**src/rtl/pop_sequence_controller.sv**
```systemverilog
// Pump/dark/probe/gap sequencer for pump-optical-pumping runs.
// Each phase lasts a fixed number of ticks, and runs repeat REPEAT times (0 = forever).
module pop_sequence_controller #(
  parameter logic [15:0] PUMP_TICKS  = 16'd40,
  parameter logic [15:0] DARK_TICKS  = 16'd100,
  parameter logic [15:0] PROBE_TICKS = 16'd20,
  parameter logic [15:0] GAP_TICKS   = 16'd10,
  parameter logic [7:0]  REPEAT      = 8'd0
) (
  input  logic       clk,
  input  logic       reset,
  input  logic       tick,
  input  logic       start,
  input  logic       stop,
  output logic [2:0] state,
  output logic       pump_gate,
  output logic       probe_gate,
  output logic       busy,
  output logic       done,
  output logic [7:0] cycle_count
);

  typedef enum logic [2:0] {
    IDLE  = 3'd0,
    PUMP  = 3'd1,
    DARK  = 3'd2,
    PROBE = 3'd3,
    GAP   = 3'd4
  } state_t;

  // Terminal counter value per phase; a dwell of 0 behaves like a dwell of 1.
  localparam logic [15:0] PUMP_LAST  = (PUMP_TICKS  == 16'd0) ? 16'd0 : PUMP_TICKS  - 16'd1;
  localparam logic [15:0] DARK_LAST  = (DARK_TICKS  == 16'd0) ? 16'd0 : DARK_TICKS  - 16'd1;
  localparam logic [15:0] PROBE_LAST = (PROBE_TICKS == 16'd0) ? 16'd0 : PROBE_TICKS - 16'd1;
  localparam logic [15:0] GAP_LAST   = (GAP_TICKS   == 16'd0) ? 16'd0 : GAP_TICKS   - 16'd1;

  function automatic logic [15:0] last_count(input state_t s);
    case (s)
      PUMP:    return PUMP_LAST;
      DARK:    return DARK_LAST;
      PROBE:   return PROBE_LAST;
      GAP:     return GAP_LAST;
      default: return 16'd0;
    endcase
  endfunction

  state_t      r_state;
  logic [15:0] r_cnt;
  logic [7:0]  r_cycle;
  logic        r_pump;
  logic        r_probe;
  logic        r_busy;
  logic        r_done;

  state_t      w_nxt_state;
  logic [15:0] w_nxt_cnt;
  logic [7:0]  w_nxt_cycle;
  logic        w_done;
  logic [7:0]  w_cyc_inc;
  logic        w_phase_end;

  assign w_cyc_inc   = r_cycle + 8'd1;
  assign w_phase_end = tick && (r_cnt == last_count(r_state));

  always_comb begin
    w_nxt_state = r_state;
    w_nxt_cnt   = r_cnt;
    w_nxt_cycle = r_cycle;
    w_done      = 1'b0;
    case (r_state)
      IDLE: begin
        if (start && !stop) begin
          w_nxt_state = PUMP;
          w_nxt_cnt   = 16'd0;
          w_nxt_cycle = 8'd0;
        end
      end
      PUMP, DARK, PROBE, GAP: begin
        // Abort wins over everything, including the final GAP exit.
        if (stop) begin
          w_nxt_state = IDLE;
          w_nxt_cnt   = 16'd0;
        end else if (w_phase_end) begin
          w_nxt_cnt = 16'd0;
          case (r_state)
            PUMP:  w_nxt_state = DARK;
            DARK:  w_nxt_state = PROBE;
            PROBE: w_nxt_state = GAP;
            default: begin
              w_nxt_cycle = w_cyc_inc;
              if ((REPEAT != 8'd0) && (w_cyc_inc == REPEAT)) begin
                w_nxt_state = IDLE;
                w_done      = 1'b1;
              end else begin
                w_nxt_state = PUMP;
              end
            end
          endcase
        end else if (tick) begin
          w_nxt_cnt = r_cnt + 16'd1;
        end
      end
      default: begin
        w_nxt_state = IDLE;
        w_nxt_cnt   = 16'd0;
      end
    endcase
  end

  // Outputs are decoded from the next state so they switch on the same edge as state.
  always_ff @(posedge clk) begin
    if (reset) begin
      r_state <= IDLE;
      r_cnt   <= 16'd0;
      r_cycle <= 8'd0;
      r_pump  <= 1'b0;
      r_probe <= 1'b0;
      r_busy  <= 1'b0;
      r_done  <= 1'b0;
    end else begin
      r_state <= w_nxt_state;
      r_cnt   <= w_nxt_cnt;
      r_cycle <= w_nxt_cycle;
      r_pump  <= (w_nxt_state == PUMP);
      r_probe <= (w_nxt_state == PROBE);
      r_busy  <= (w_nxt_state != IDLE);
      r_done  <= w_done;
    end
  end

  assign state       = r_state;
  assign pump_gate   = r_pump;
  assign probe_gate  = r_probe;
  assign busy        = r_busy;
  assign done        = r_done;
  assign cycle_count = r_cycle;

endmodule

```
**config.mk**
```make
export PLATFORM = sky130hd
export DESIGN_NAME = pop_sequence_controller
export DESIGN_NICKNAME = d
export VERILOG_FILES = /design/src/rtl/pop_sequence_controller.sv
export SDC_FILE = /design/constraint.sdc
export NUM_CORES = 1
export LEC_CHECK = 0
export BUFFER_PORTS_ARGS = -buffer_cell sky130_fd_sc_hd__buf_4
export CAP_MARGIN = 5
export CORE_UTILIZATION = 51
export CTS_CLUSTER_DIAMETER = 80
export DETAILED_ROUTE_END_ITERATION = 6
export GPL_TIMING_DRIVEN = 0
export PLACE_DENSITY_LB_ADDON = 0.3
export SYNTH_ARGS = -nofsm -noshare
export SYNTH_HDL_FRONTEND = slang
export SYNTH_SLANG_ARGS = --single-unit
```
**constraint.sdc**
```tcl
create_clock -name clk -period 2.6 [get_ports clk]
set_clock_uncertainty 0.1 [all_clocks]
set_input_delay 0.26 -clock clk [delete_from_list [all_inputs] [get_ports clk]]
set_output_delay 0.26 -clock clk [all_outputs]
set_load 0.005 [all_outputs]
```
### After elaboration in Yosys (flattened, before gate mapping)

Cells that the tools add are included.
W data, S select, Z words.

| storage, ports and cells | value |
|---|---|
| flip-flop bits (word level) | 30 |
| bits of input ports | 5 |
| output and inout port bits | 15 |
| logic and storage cells | 46 |

| cells by class | value |
|---|---|
| $add $sub $neg | 2 |
| equal/unequal tests | 12 |
| muxes and demuxes | 16 |
| reduce and logical (&&, ||, !) cells | 10 |

Operators by type and width:

| operator | count |
|---|---|
| $mux W16 | 4 |
| $mux W8 | 4 |
| $pmux W16 S2 | 1 |
| $pmux W7 S4 | 1 |
| $add A16 B1 Y16 const B | 1 |
| $eq A16 B16 Y1 | 1 |
| $pmux W8 S2 | 1 |
| $eq A3 B2 Y1 const B | 3 |
| $mux W3 | 3 |
| $pmux W3 S3 | 1 |
| $add A8 B1 Y8 const B | 1 |
| $ne A2 B2 Y1 const B | 4 |
| $eq A3 B1 Y1 const B | 2 |
| $pmux W3 S2 | 1 |
| $reduce_and A5 Y1 | 1 |
| $ne A4 B4 Y1 const B | 1 |
| $reduce_or A4 Y1 | 1 |
| $eq A3 B3 Y1 const B | 1 |
| $logic_not A3 Y1 | 1 |
| $reduce_bool A3 Y1 | 1 |
| $reduce_or A3 Y1 | 1 |
| $logic_and A1 B1 Y1 | 2 |
| $reduce_and A2 Y1 | 1 |
| $reduce_bool A2 Y1 | 1 |
| $logic_not A1 Y1 | 1 |

### Depth between registers and ports, before layout

Gate-level depths: netlist of the first run.

| depth | value |
|---|---|
| depth after elaboration | 8 |
| gate-level depth with buffers | 9 |
| depth with buffers taken out | 7 |

### Least setup slack after synthesis of the first run

No wires, ideal clock.

| path | value |
|---|---|
| kind | register to register |
| start point | register r_cnt[15] |
| end point | register r_cnt[0] |
| setup time | 0.117 ns |
| data arrival time | 2.242 ns |
| data required time | 2.383 ns |
| slack | 0.141 ns |
| stages on the path, launching flop included | 9 |
| buffers on the path | 1 |
| period minus slack after synthesis | 2.459 ns |
| cells stage by stage | dfxtp_1 -> or4b_4 -> a2111oi_2 -> o311a_2 -> o2111ai_4 -> o21a_1 -> o21bai_2 -> buf_2 -> nor2_1 |

| between the ends | value |
|---|---|
| cells in the longest elaborated chain, start to end | 5 |
| elaborated cells between the ends (all ways) | 7 |
| classes of those cells | eq/ne: 2; mux: 3; reduce/logical: 2 |

Ends and longest elaborated chain:

| what | RTL line | RTL |
|---|---|---|
| start, declared | 48 | `logic [15:0] r_cnt;` |
| start signal, assigned | 122 | `r_cnt <= w_nxt_cnt;` |
| $eq A16 B16 Y1 * | 63 | `assign w_phase_end = tick && (r_cnt == last_count(r_state));` |
| $logic_and A1 B1 Y1 * | 63 |  |
| $mux W16 | 83 | `end else if (w_phase_end) begin` |
| $mux W16 | 80 | `if (stop) begin` |
| $pmux W16 S2 | 70 | `case (r_state)` |

Every way passes the cells marked *; elsewhere a longest branch is shown, timed or not.
A chain may end at the register's enable or synchronous reset.

### Final worst setup path of the first run

| path | value |
|---|---|
| start point | register r_cnt[15] |
| end point | register r_cnt[5] |

Same word-level chain as after synthesis.

==> impl_metrics.csv, run 1 <==
group,metric,value,unit
flow_run,maxCapViolCount,0,
detailed_routing,drt-initial-drc-count,72,
setup_path,worstSetupStartpointType,"flop",
finish,fillers,258,
cts,cts_buffers,5,
floorplan,fp.dieH,59.34,um
synthesis,synth-seq-area-share,0.3582,
sta,final.min_clock_period,2509,ps
synthesis,yosys_most_used_dff,"dfxtp_1",
worst_hold_path,hp-class,"in2reg",
finish,layout-drive-gt1-share,0.2467,
floorplan,core_area,3078,um2
setup_path,r2r_slack,90,ps
detailed_routing,routed_wl,3.574,mm
setup_path,crit_required,2730,ps
detailed_routing,first_pass_iters,4,
setup_path,worstSetupEndpointType,"flop",
power,power.internal,0.0006657,W
placed_design,gp_routability_congestion,0.8777,
floorplan,num_rows,20,
status,outcome,"complete, no violations",
synthesis,synthDistinctLibCells,52,
setup_path,cp_top_family,"compound AO/OA/AOI/OAI gates",
setup_path,crit_path_cell_trace,"or4b_4, a2111oi_4, o311a_4, o2111ai_4, o21a_1, o21bai_4, clkbuf_4, nor2_1",
cts,cts_max_level,2,
finish,area_growth_syn_to_layout,19.03,%
sta,rsz0062_at_grt,"yes",
synthesis,netlist_instances,201,
setup_path,path_max_fanout,7,
placed_design,dp_hpwl,2.493,mm
detailed_routing,drc_errors,0,
setup_path,cp.depth,8,
global_route,grt_usage,0.2266,
sta,fmax,398.6,MHz
placed_design,placed_cells,262,
global_route,grt_pass1_wl,5.947,mm
sta,tightest_slew,653.5,ps
sta,slew_viol_final,0,
cts,cts_hold_buf,0,
synthesis,syn_area_per_cell,8.341,um2
synthesis,postSynth.asyncResetShare,0,
detailed_routing,vias,1519,
setup_path,reg2reg_to,"r_cnt[5]",
power,peakVddDrop,0.2868,mV
global_route,antenna_found_initial,0,
worst_hold_path,min_to,"state[2]",
cts,clk_path_buf_depth,2,
floorplan,start_util,0.5447,
cts,cts_tree,"yes",
power,p_sw,0.0002474,W
detailed_routing,drtAntennaViolNets,0,
setup_path,reg2regPathDepth,8,
power,swShare,0.2709,
power,pwr-share-comb,0.166,
cts,clock_latency,340,ps
sta,slew_headroom,0.5643,
setup_path,max_stage_delay,540,ps
floorplan,die-area,3521,um2
sta,finalSetupViolCount,0,
sta,worst_hold_slack,179.3,ps
worst_hold_path,hold_depth,2,
finish,final_cell_count_no_fill,271,
synthesis,synth_edf_count,0,
global_route,first_global_vias,1391,
cts,cts_num_sinks,30,
synthesis,yosysWarnings,0,
cts,path_clk_slew,90,ps
global_route,gr-total-overflow,0,
synthesis,ys_ff_latch,30,
synthesis,syn_nets,208,
power,powerDensity,457.5,nW/um2
detailed_routing,avgViaCountPerCell,5.605,
setup_path,reg2reg_from,"r_cnt[15]",
setup_path,critPathBufInv,1,
detailed_routing,post_drt_wl_per_cell,13.19,um
cts,cts-root-buf,"clkbuf_4",
setup_path,arrival,2640,ps
floorplan,ioPinCount,20,
placed_design,placed_area,1859,um2
power,p_total,0.0009131,W
power,leakagePower,0.7409,nW
power,p_clk_frac,0.317,
finish,fin_area,1996,um2
worst_hold_path,holdCritStartpoint,"reset",
synthesis,syn_area,1677,um2
sta,hold_violations,0,
placed_design,portBuffers,17,
setup_path,cp_slowest_cell,"or4b_4",
finish,diodes,0,
global_route,grt_max_degree,11,
finish,final_nets,233,
floorplan,die_x,59.34,um
sta,post-route-period-util,0.9649,
power,p_seq_frac,0.518,
setup_path,path_class,"reg2reg",
[state kept, by name (all words and copies together), names as in the netlist]
signal	cells
r_cnt	16
cycle_count	8
state	3
busy	1
probe_gate	1
pump_gate	1
[logic make-up after synthesis]
group / after synthesis / synth area share
and+or+nand+nor: 87 / 0.2620
AOI/OAI and AO/OA: 38 / 0.1731
DFF: 30 / 0.3582
buffers and inverters: 21 / 0.07015
xor gates and xnor gates: 18 / 0.09403
adders and majority gates: 3 / 0.02089
muxes: 3 / 0.01940
other: 1 / 0.002237
[power groups by stage]
stage | sequential, W | clock [W] | combinational (W)
global placement | 0.000484 | 0 | 0.000129
finish | 0.000473 | 0.000289 | 0.000151
detailed placement | 0.000484 | 0 | 0.000131
floorplan | 0.000484 | 0 | 0.0000949
global route | 0.000474 | 0.000317 | 0.000165
CTS | 0.000473 | 0.000298 | 0.000139
[cells in the mapped netlist (2+ instances only)]
master,n,area (um2)
nand4b_1,2,17.52
nand4_1,6,37.54
nor2_1,30,112.6
and3_1,2,12.51
or3_1,5,31.28
xnor2_1,6,52.55
buf_4,3,22.52
xor2_1,12,105.1
o21a_1,2,15.01
a21oi_1,7,35.03
clkbuf_1,3,11.26
nor3_1,4,20.02
a31oi_1,3,18.77
nand2b_1,2,12.51
dfxtp_1,30,600.6
o21ai_0,10,50.05
ha_1,2,25.02
nor3b_1,2,15.01
mux2_2,2,22.52
inv_1,10,37.54
nand2_1,14,52.55
buf_2,2,10.01
buf_6,2,22.52
a31o_2,2,17.52
nand3_1,11,55.05
[layout by cell type, fill, tap and decap left out, types with 2 or more instances in the layout]
cell,Yosys,final
nor2_1,30,30
dfxtp_1,30,26
buf_4,3,22
nand2_1,14,14
xor2_1,12,12
nand3_1,11,11
inv_1,10,10
o21ai_0,10,10
a21oi_1,7,7
xnor2_1,6,6
nand4_1,6,6
clkbuf_4,0,6
or3_1,5,5
dfxtp_2,0,4
buf_6,2,3
nor3_1,4,3
a31oi_1,3,3
clkbuf_8,1,2
nand2b_1,2,2
nor3b_1,2,2
nand4b_1,2,2
clkbuf_1,3,2
and3_1,2,2
mux2_2,2,2
a31o_2,2,2
ha_1,2,2
[repair_timing]
action / in CTS / in global routing
buffers inserted: 1 / 1
pin swaps: 2 / 3
resized for setup: 6 / 9
endpoints found under the setup margin: 18 / 27
gates cloned: 0 / 1
[worst reg2reg max path, stage by stage, from the launching register on]
cell and delay [ps]:
dfxtp_2 330, or4b_4 540, a2111oi_4 220, o311a_4 260, o2111ai_4 200, o21a_1 290, o21bai_4 210, clkbuf_4 210
nor2_1 50
[through the flow]
stage	worst slack [ps]	setup TNS, ps	utilization
floorplan	140.7	0	-
global placement	-87.97	-911.0	0.6041
detailed placement	-90.30	-927.1	0.6041
CTS	3.150	0	0.6329
global route	-10.09	-34.53	0.6484
finish	91.17	0	0.6484
[worst max path at each step]
stage	from	endpoint	slack (ps)
floorplan	r_cnt[15]	r_cnt[0]	140
global placement	r_cnt[9]	r_cnt[3]	-90
detailed placement	state[1]	r_cnt[15]	-90
CTS	r_cnt[9]	cycle_count[5]	3
global route	r_cnt[15]	r_cnt[5]	-10
finish	r_cnt[15]	r_cnt[5]	90
[layer usage]
metal  GRT usage  vias to the layer above  wire [um]
li1            -                      755          -
met1      0.2933                      717       1739
met2      0.3547                       42       1602
met3     0.06987                        5        188
met4     0.08163                        0         44
met5           0                        -          0
[final cells by class]
| type | instances | area (um2) | share of cell area |
|---|---|---|---|
| timing repair buffer | 20 | 150.1 | 0.07524 |
| multi-input combinational | 150 | 1008 | 0.5053 |
| clock inverter | 1 | 5.005 | 0.002508 |
| inverter | 10 | 37.54 | 0.01881 |
| sequential | 30 | 605.6 | 0.3034 |
| tap | 44 | 55.05 | 0.02759 |
| buffer | 9 | 78.83 | 0.03950 |
| clock buffer | 7 | 55.05 | 0.02759 |
(Power assumes the default switching activity.)
==> run 2, diff against run 1 <==
--- a/config.mk
+++ b/config.mk
@@ -7,8 +7,8 @@
 export LEC_CHECK = 0
 export BUFFER_PORTS_ARGS = -buffer_cell sky130_fd_sc_hd__buf_4
 export CAP_MARGIN = 5
-export CORE_UTILIZATION = 51
-export CTS_CLUSTER_DIAMETER = 80
+export CORE_UTILIZATION = 57
+export CTS_CLUSTER_DIAMETER = 30
 export DETAILED_ROUTE_END_ITERATION = 6
 export GPL_TIMING_DRIVEN = 0
 export PLACE_DENSITY_LB_ADDON = 0.3
==> constraint.sdc (replaced) <==
create_clock -name clk -period 2.5 [get_ports clk]
set_clock_uncertainty 0.1 [all_clocks]
set_input_delay 0.25 -clock clk [delete_from_list [all_inputs] [get_ports clk]]
set_output_delay 0.25 -clock clk [all_outputs]
set_load 0.005 [all_outputs]
==> run 2 against run 1 <==
Maximum frequency about the same. Die area down 10%. The run now ends with negative setup slack left. Highest routed layer unchanged. Utilization up 7.8 points. Largest cell class unchanged. Largest power group unchanged.
==> impl_metrics.csv, run 2 (same netlist as run 1, synthesis figures left out) <==
group,metric,value,unit
status,outcome,"finished with violations",
status,failed_checks,"negative setup slack",
sta,final.min_clock_period,2506,ps
flow_run,maxCapViolCount,0,
finish,final_nets,234,
setup_path,path_max_fanout,7,
floorplan,die_x,56.24,um
placed_design,portBuffers,17,
setup_path,cp_slowest_cell,"or4b_4",
global_route,antenna_found_initial,0,
cts,cts_hold_buf,0,
detailed_routing,avgViaCountPerCell,6.208,
finish,area_growth_syn_to_layout,20.52,%
finish,multi_input_area,1041,um2
detailed_routing,post_drt_wl_per_cell,16.39,um
cts,cts_tree,"yes",
sta,fmax,399.0,MHz
global_route,grt_max_degree,11,
power,p_seq_frac,0.503,
sta,fin_tns_setup,-12.46,ps
sta,rsz0062_at_grt,"yes",
cts,clk_path_buf_depth,2,
setup_path,critPathBufInv,0,
finish,final_common_cell,"nor2_1",
cts,cts-root-buf,"clkbuf_4",
power,p_sw,0.0002811,W
detailed_routing,vias,1608,
floorplan,start_util,0.6028,
sta,tightest_slew,570.1,ps
finish,final_cell_count_no_fill,259,
global_route,grt_pass1_wl,6.672,mm
worst_hold_path,holdCritStartpoint,"reset",
setup_path,cp_top_family,"compound AO/OA/AOI/OAI gates",
detailed_routing,drc_errors,0,
setup_path,path_class,"reg2reg",
finish,largest_reg_flops,16,
setup_path,reg2reg_from,"r_cnt[15]",
placed_design,dp_hpwl,2.570,mm
sta,hold_violations,0,
detailed_routing,first_pass_iters,5,
finish,layout-drive-gt1-share,0.2500,
finish,mostFrequentLayoutCells,"30 x nor2_1, 28 x dfxtp_1, 23 x buf_4, 14 x nand2_1, 12 x xor2_1",
floorplan,die-area,3162,um2
finish,fin_area,2021,um2
setup_path,reg2reg_to,"busy",
floorplan,num_rows,19,
power,power.internal,0.0006976,W
placed_design,place_ws,-218.7,ps
finish,seq_area,603.1,um2
floorplan,ioPinCount,20,
placed_design,gp_routability_congestion,0.9191,
cts,cts_buffers,5,
detailed_routing,drtAntennaViolNets,0,
placed_design,placed_area,1843,um2
finish,fillers,195,
worst_hold_path,hp-class,"in2reg",
detailed_routing,drt-initial-drc-count,92,
finish,largest-register,"r_cnt",
finish,diodes,0,
sta,worst_slack,-6.336,ps
floorplan,core_area,2781,um2
detailed_routing,routed_wl,4.245,mm
worst_hold_path,hold_depth,2,
sta,slew_headroom,0.6172,
setup_path,crit_path_cell_trace,"or4b_4, a2111oi_4, o311a_4, o2111ai_4, o311ai_1, o41a_1, a31oi_1",
worst_hold_path,min_to,"state[2]",
global_route,grt_usage,0.2737,
global_route,gr-total-overflow,0,
setup_path,arrival,2620,ps
cts,cts_max_level,2,
power,peakVddDrop,0.4955,mV
cts,path_clk_slew,100,ps
placed_design,placed_cells,249,
power,swShare,0.2872,
power,p_clk_frac,0.319,
setup_path,worstSetupStartpointType,"flop",
setup_path,reg2regPathDepth,7,
power,pwr-share-comb,0.177,
global_route,first_global_vias,1474,
setup_path,r2r_slack,-6,ps
sta,finalSetupViolCount,3,
setup_path,crit_required,2620,ps
power,leakagePower,0.7589,nW
power,powerDensity,484.4,nW/um2
setup_path,worstSetupEndpointType,"flop",
floorplan,fp.dieH,56.24,um
sta,post-route-period-util,1.003,
cts,cts_num_sinks,30,
setup_path,max_stage_delay,540,ps
sta,slew_viol_final,0,
cts,clock_latency,340,ps
## run 2: how the worst max path moves through the flow
stage,startpoint,end,depth (start not counted)
global route,r_cnt[15],cycle_count[4],7
floorplan,r_cnt[15],r_cnt[0],8
CTS,r_cnt[15],cycle_count[5],7
finish,r_cnt[15],busy,7
detailed placement,r_cnt[9],r_cnt[0],8
global placement,r_cnt[9],r_cnt[3],8
## run 2: per-stage QoR
stage               total power, W    util  hold slack, ps
global placement         0.0006337  0.6626           385.2
finish                   0.0009787  0.7265           172.5
global route              0.001015  0.7265           180.3
detailed placement       0.0006405  0.6626           395.9
floorplan                0.0006019       -           380.0
CTS                      0.0009586  0.7049           155.6
## run 2: routing by layer
| metal | global-route usage | share of wire |
|---|---|---|
| met5 | 0 | 0 |
| met4 | 0.1498 | 0.015 |
| met3 | 0.06279 | 0.068 |
| met2 | 0.4337 | 0.51 |
| met1 | 0.3431 | 0.41 |
## run 2: repair_timing
action / in CTS / in global routing
pin swaps: 5 / 1
gates resized for setup: 9 / 12
gates cloned: 0 / 1
endpoints found under the setup margin: 25 / 26
setup buffers: 2 / 1
## run 2: area by class of cell
type / instances / area share
Clock buffer: 7 / 0.02724
Inverter: 10 / 0.01858
Sequential cell: 30 / 0.2985
Multi-Input combinational cell: 150 / 0.5152
Tap cell: 31 / 0.01920
Buffer: 9 / 0.03901
Timing Repair Buffer: 21 / 0.07988
Clock inverter: 1 / 0.002477
## run 2: power by group through the flow
stage	Clock (W)	Combinational, W	Sequential (W)
2_1_floorplan	0	0.0000987	0.000503
5_1_grt	0.000336	0.000185	0.000494
4_1_cts	0.000317	0.000149	0.000492
6_report	0.000313	0.000174	0.000493
3_5_place_dp	0	0.000137	0.000503
3_3_place_gp	0	0.000131	0.000503
## run 2: worst register-to-register path, cell delays in order, from the launching register on
cell and delay [ps]:
dfxtp_2 340, or4b_4 540, a2111oi_4 220, o311a_4 250, o2111ai_4 210, o311ai_1 350
o41a_1 270, a31oi_1 90
==> run 3, diff against run 2 <==
--- a/config.mk
+++ b/config.mk
@@ -5,9 +5,10 @@
 export SDC_FILE = /design/constraint.sdc
 export NUM_CORES = 1
 export LEC_CHECK = 0
+export ABC_AREA = 1
 export BUFFER_PORTS_ARGS = -buffer_cell sky130_fd_sc_hd__buf_4
 export CAP_MARGIN = 5
-export CORE_UTILIZATION = 57
+export CORE_UTILIZATION = 53
 export CTS_CLUSTER_DIAMETER = 30
 export DETAILED_ROUTE_END_ITERATION = 6
 export GPL_TIMING_DRIVEN = 0
==> constraint.sdc (replaced) <==
create_clock -name clk -period 2.25 [get_ports clk]
set_clock_uncertainty 0.1 [all_clocks]
set_input_delay 0.225 -clock clk [delete_from_list [all_inputs] [get_ports clk]]
set_output_delay 0.225 -clock clk [all_outputs]
set_load 0.005 [all_outputs]
==> run 3 against run 2 <==
The flow now finishes without violations. Design area grew 16%. Sequential cell count is the same. Non-clock buffer count shrank 5. Area after synthesis grew 20%. Maximum frequency grew 22%. Critical path type unchanged. Largest power group is now clock.
==> impl_metrics.csv, run 3 <==
group,metric,value,unit
cts,cts_num_sinks,30,
cts,cts_setup_buffers,0,
worst_hold_path,hp-class,"in2reg",
synthesis,postSynth.asyncResetShare,0,
cts,cts_resized,0,
setup_path,path_class,"reg2reg",
finish,area_growth_syn_to_layout,16.71,%
worst_hold_path,hold_depth,2,
setup_path,path_max_fanout,10,
synthesis,ys_ff_latch,30,
sta,worst_hold_slack,11.96,ps
global_route,gr-total-overflow,0,
sta,finalSetupViolCount,0,
setup_path,r2r_slack,190,ps
setup_path,cp_slowest_cell,"dfxtp_1",
cts,clock_latency,290,ps
finish,mostFrequentLayoutCells,"73 x nand2_1, 39 x nor2_1, 35 x nand3_1, 30 x inv_1, 30 x dfxtp_1",
detailed_routing,routed_wl,4.478,mm
detailed_routing,drc_errors,0,
floorplan,num_rows,21,
finish,final_common_cell,"nand2_1",
global_route,first_global_vias,1697,
cts,cts-root-buf,"clkbuf_8",
synthesis,synth-seq-area-share,0.2993,
finish,largest-register,"r_cnt",
power,p_seq_frac,0.385,
setup_path,worstSetupStartpointType,"flop",
floorplan,start_util,0.5786,
floorplan,die_x,63.54,um
detailed_routing,first_pass_iters,4,
power,swShare,0.2437,
placed_design,gp_routability_congestion,0.9392,
cts,clk_path_buf_depth,2,
synthesis,syn_area_per_cell,6.580,um2
placed_design,portBuffers,18,
global_route,antenna_found_initial,0,
finish,layout-drive-gt1-share,0.2145,
power,p_clk_frac,0.481,
detailed_routing,post_drt_wl_per_cell,11.88,um
sta,rsz0062_at_grt,"no",
cts,cts_hold_buf,0,
global_route,grt_usage,0.2493,
floorplan,core_area,3468,um2
floorplan,fp.dieH,63.54,um
synthesis,syn_nets,312,
setup_path,crit_path_cell_trace,"nand3_1, nand2_2, nor2_4, buf_8, nand2_4, inv_4, nor2_4, nand2_4, nand2_2, nand2_2, nand2_2, buf_6, nor2_2",
sta,fmax,486.0,MHz
sta,final.min_clock_period,2058,ps
power,power.internal,0.001080,W
status,outcome,"complete, no violations",
finish,largest_reg_flops,16,
finish,final_nets,337,
global_route,grt_max_degree,11,
synthesis,netlist_instances,305,
power,peakVddDrop,0.3680,mV
power,pwr-share-comb,0.133,
sta,hold_violations,0,
power,p_sw,0.0003480,W
synthesis,synth_edf_count,0,
sta,slew_viol_final,0,
power,powerDensity,609.7,nW/um2
setup_path,cpMostUsedCell,"nand2_2",
floorplan,die-area,4037,um2
setup_path,max_stage_delay,500,ps
detailed_routing,vias,1932,
synthesis,synth.largest_area_cell,"dfxtp_1",
synthesis,yosysWarnings,0,
setup_path,worstSetupEndpointType,"flop",
setup_path,arrival,2140,ps
setup_path,crit_required,2340,ps
floorplan,ioPinCount,20,
synthesis,syn_area,2007,um2
sta,post-route-period-util,0.9146,
synthesis,synthDistinctLibCells,33,
global_route,grt_pass1_wl,7.665,mm
sta,fin_tns_setup,0,ps
cts,cts_tree,"yes",
cts,cts_max_level,2,
detailed_routing,drtAntennaViolNets,0,
setup_path,reg2regPathDepth,13,
flow_run,maxCapViolCount,0,
synthesis,synth_most_common_cell,"nand2_1",
power,leakagePower,0.9727,nW
finish,diodes,0,
synthesis,synth.area.top_cells,"dfxtp_1 30%, nand2_1 14%, nand3_1 8.7%",
synthesis,yosys_most_used_dff,"dfxtp_1",
cts,cts_buffers,5,
placed_design,dp_hpwl,3.364,mm
synthesis,yosys-top-cells-count,"73 x nand2_1, 39 x nor2_1, 35 x nand3_1",
synthesis,yosysTopAreaCellShare,0.2993,
cts,path_clk_slew,70,ps
detailed_routing,avgViaCountPerCell,5.125,
detailed_routing,drt-initial-drc-count,128,
## run 3: cell types whose count changed after synthesis, moves of 7 or more
cell / before / now
inv_1: 10 / 30
nand2_1: 14 / 73
nand2_2: 0 / 8
nand3_1: 11 / 35
nor2_1: 30 / 39
nor2_2: 1 / 11
o21ai_0: 10 / 3
## run 3: routing by layer
layer  vias to the layer above  share of wire  GRT usage
li1                       1015              -          -
met1                       866           0.48     0.3252
met2                        42           0.44     0.3750
met3                         9          0.056    0.07065
met4                         0          0.026     0.1165
met5                         -              0          0
## run 3: area by class of cell
type | count | area [um2]
inverter | 35 | 133.9
sequential | 30 | 600.6
tap | 46 | 57.56
timing repair buffer | 18 | 135.1
buffer | 7 | 67.56
fill | 332 | 1126
clock inverter | 2 | 60.06
clock buffer | 6 | 82.58
multi-input combinational | 233 | 1205
## run 3: worst paths after layout
path | startpoint | to
worst min-delay path | reset | cycle_count[7]
worst max-delay path | state[1] | r_cnt[11]
worst min register to register | cycle_count[7] | cycle_count[7]
worst max register to register | state[1] | r_cnt[11]
## run 3: cell families (layout without fill, tap and decap cells)
kind of cell,count (synthesis),in the layout,share of synthesized area
other,1,1,0.001869
adder cells (fa/ha/maj),2,2,0.01247
AO/OA/AOI/OAI,25,25,0.07357
flip-flops,30,30,0.2993
XOR/XNOR,11,11,0.04800
buffers and inverters,42,68,0.1004
AND/OR/NAND/NOR,194,194,0.4645
## run 3: power by group through the flow
stage / clock [W] / combinational, W / sequential, W
3_5_place_dp: 0 / 0.000188 / 0.000562
4_1_cts: 0.000707 / 0.000189 / 0.000550
6_report: 0.000688 / 0.000190 / 0.000550
2_1_floorplan: 0 / 0.000139 / 0.000561
5_1_grt: 0.000728 / 0.000210 / 0.000551
3_3_place_gp: 0 / 0.000186 / 0.000562
## run 3: critical path, delay by kind of cell (launching register included)
| family | cells | cell delay (ps) |
|---|---|---|
| AND/OR/NAND/NOR | 10 | 1000 |
| flip-flops | 1 | 500 |
| buffers and inverters | 3 | 340 |
## run 3: metrics by stage
step	power [W]	instance area, um2	cells	setup slack [ps]	util
after CTS	0.001446	2342	377	204.3	0.6753
after floorplan	0.0007003	2007	305	441.5	-
after global routing	0.001489	2342	377	38.86	0.6753
after global placement	0.0007475	2200	369	248.9	0.6342
final	0.001428	2342	377	192.3	0.6753
after detailed placement	0.0007502	2200	369	228.8	0.6342
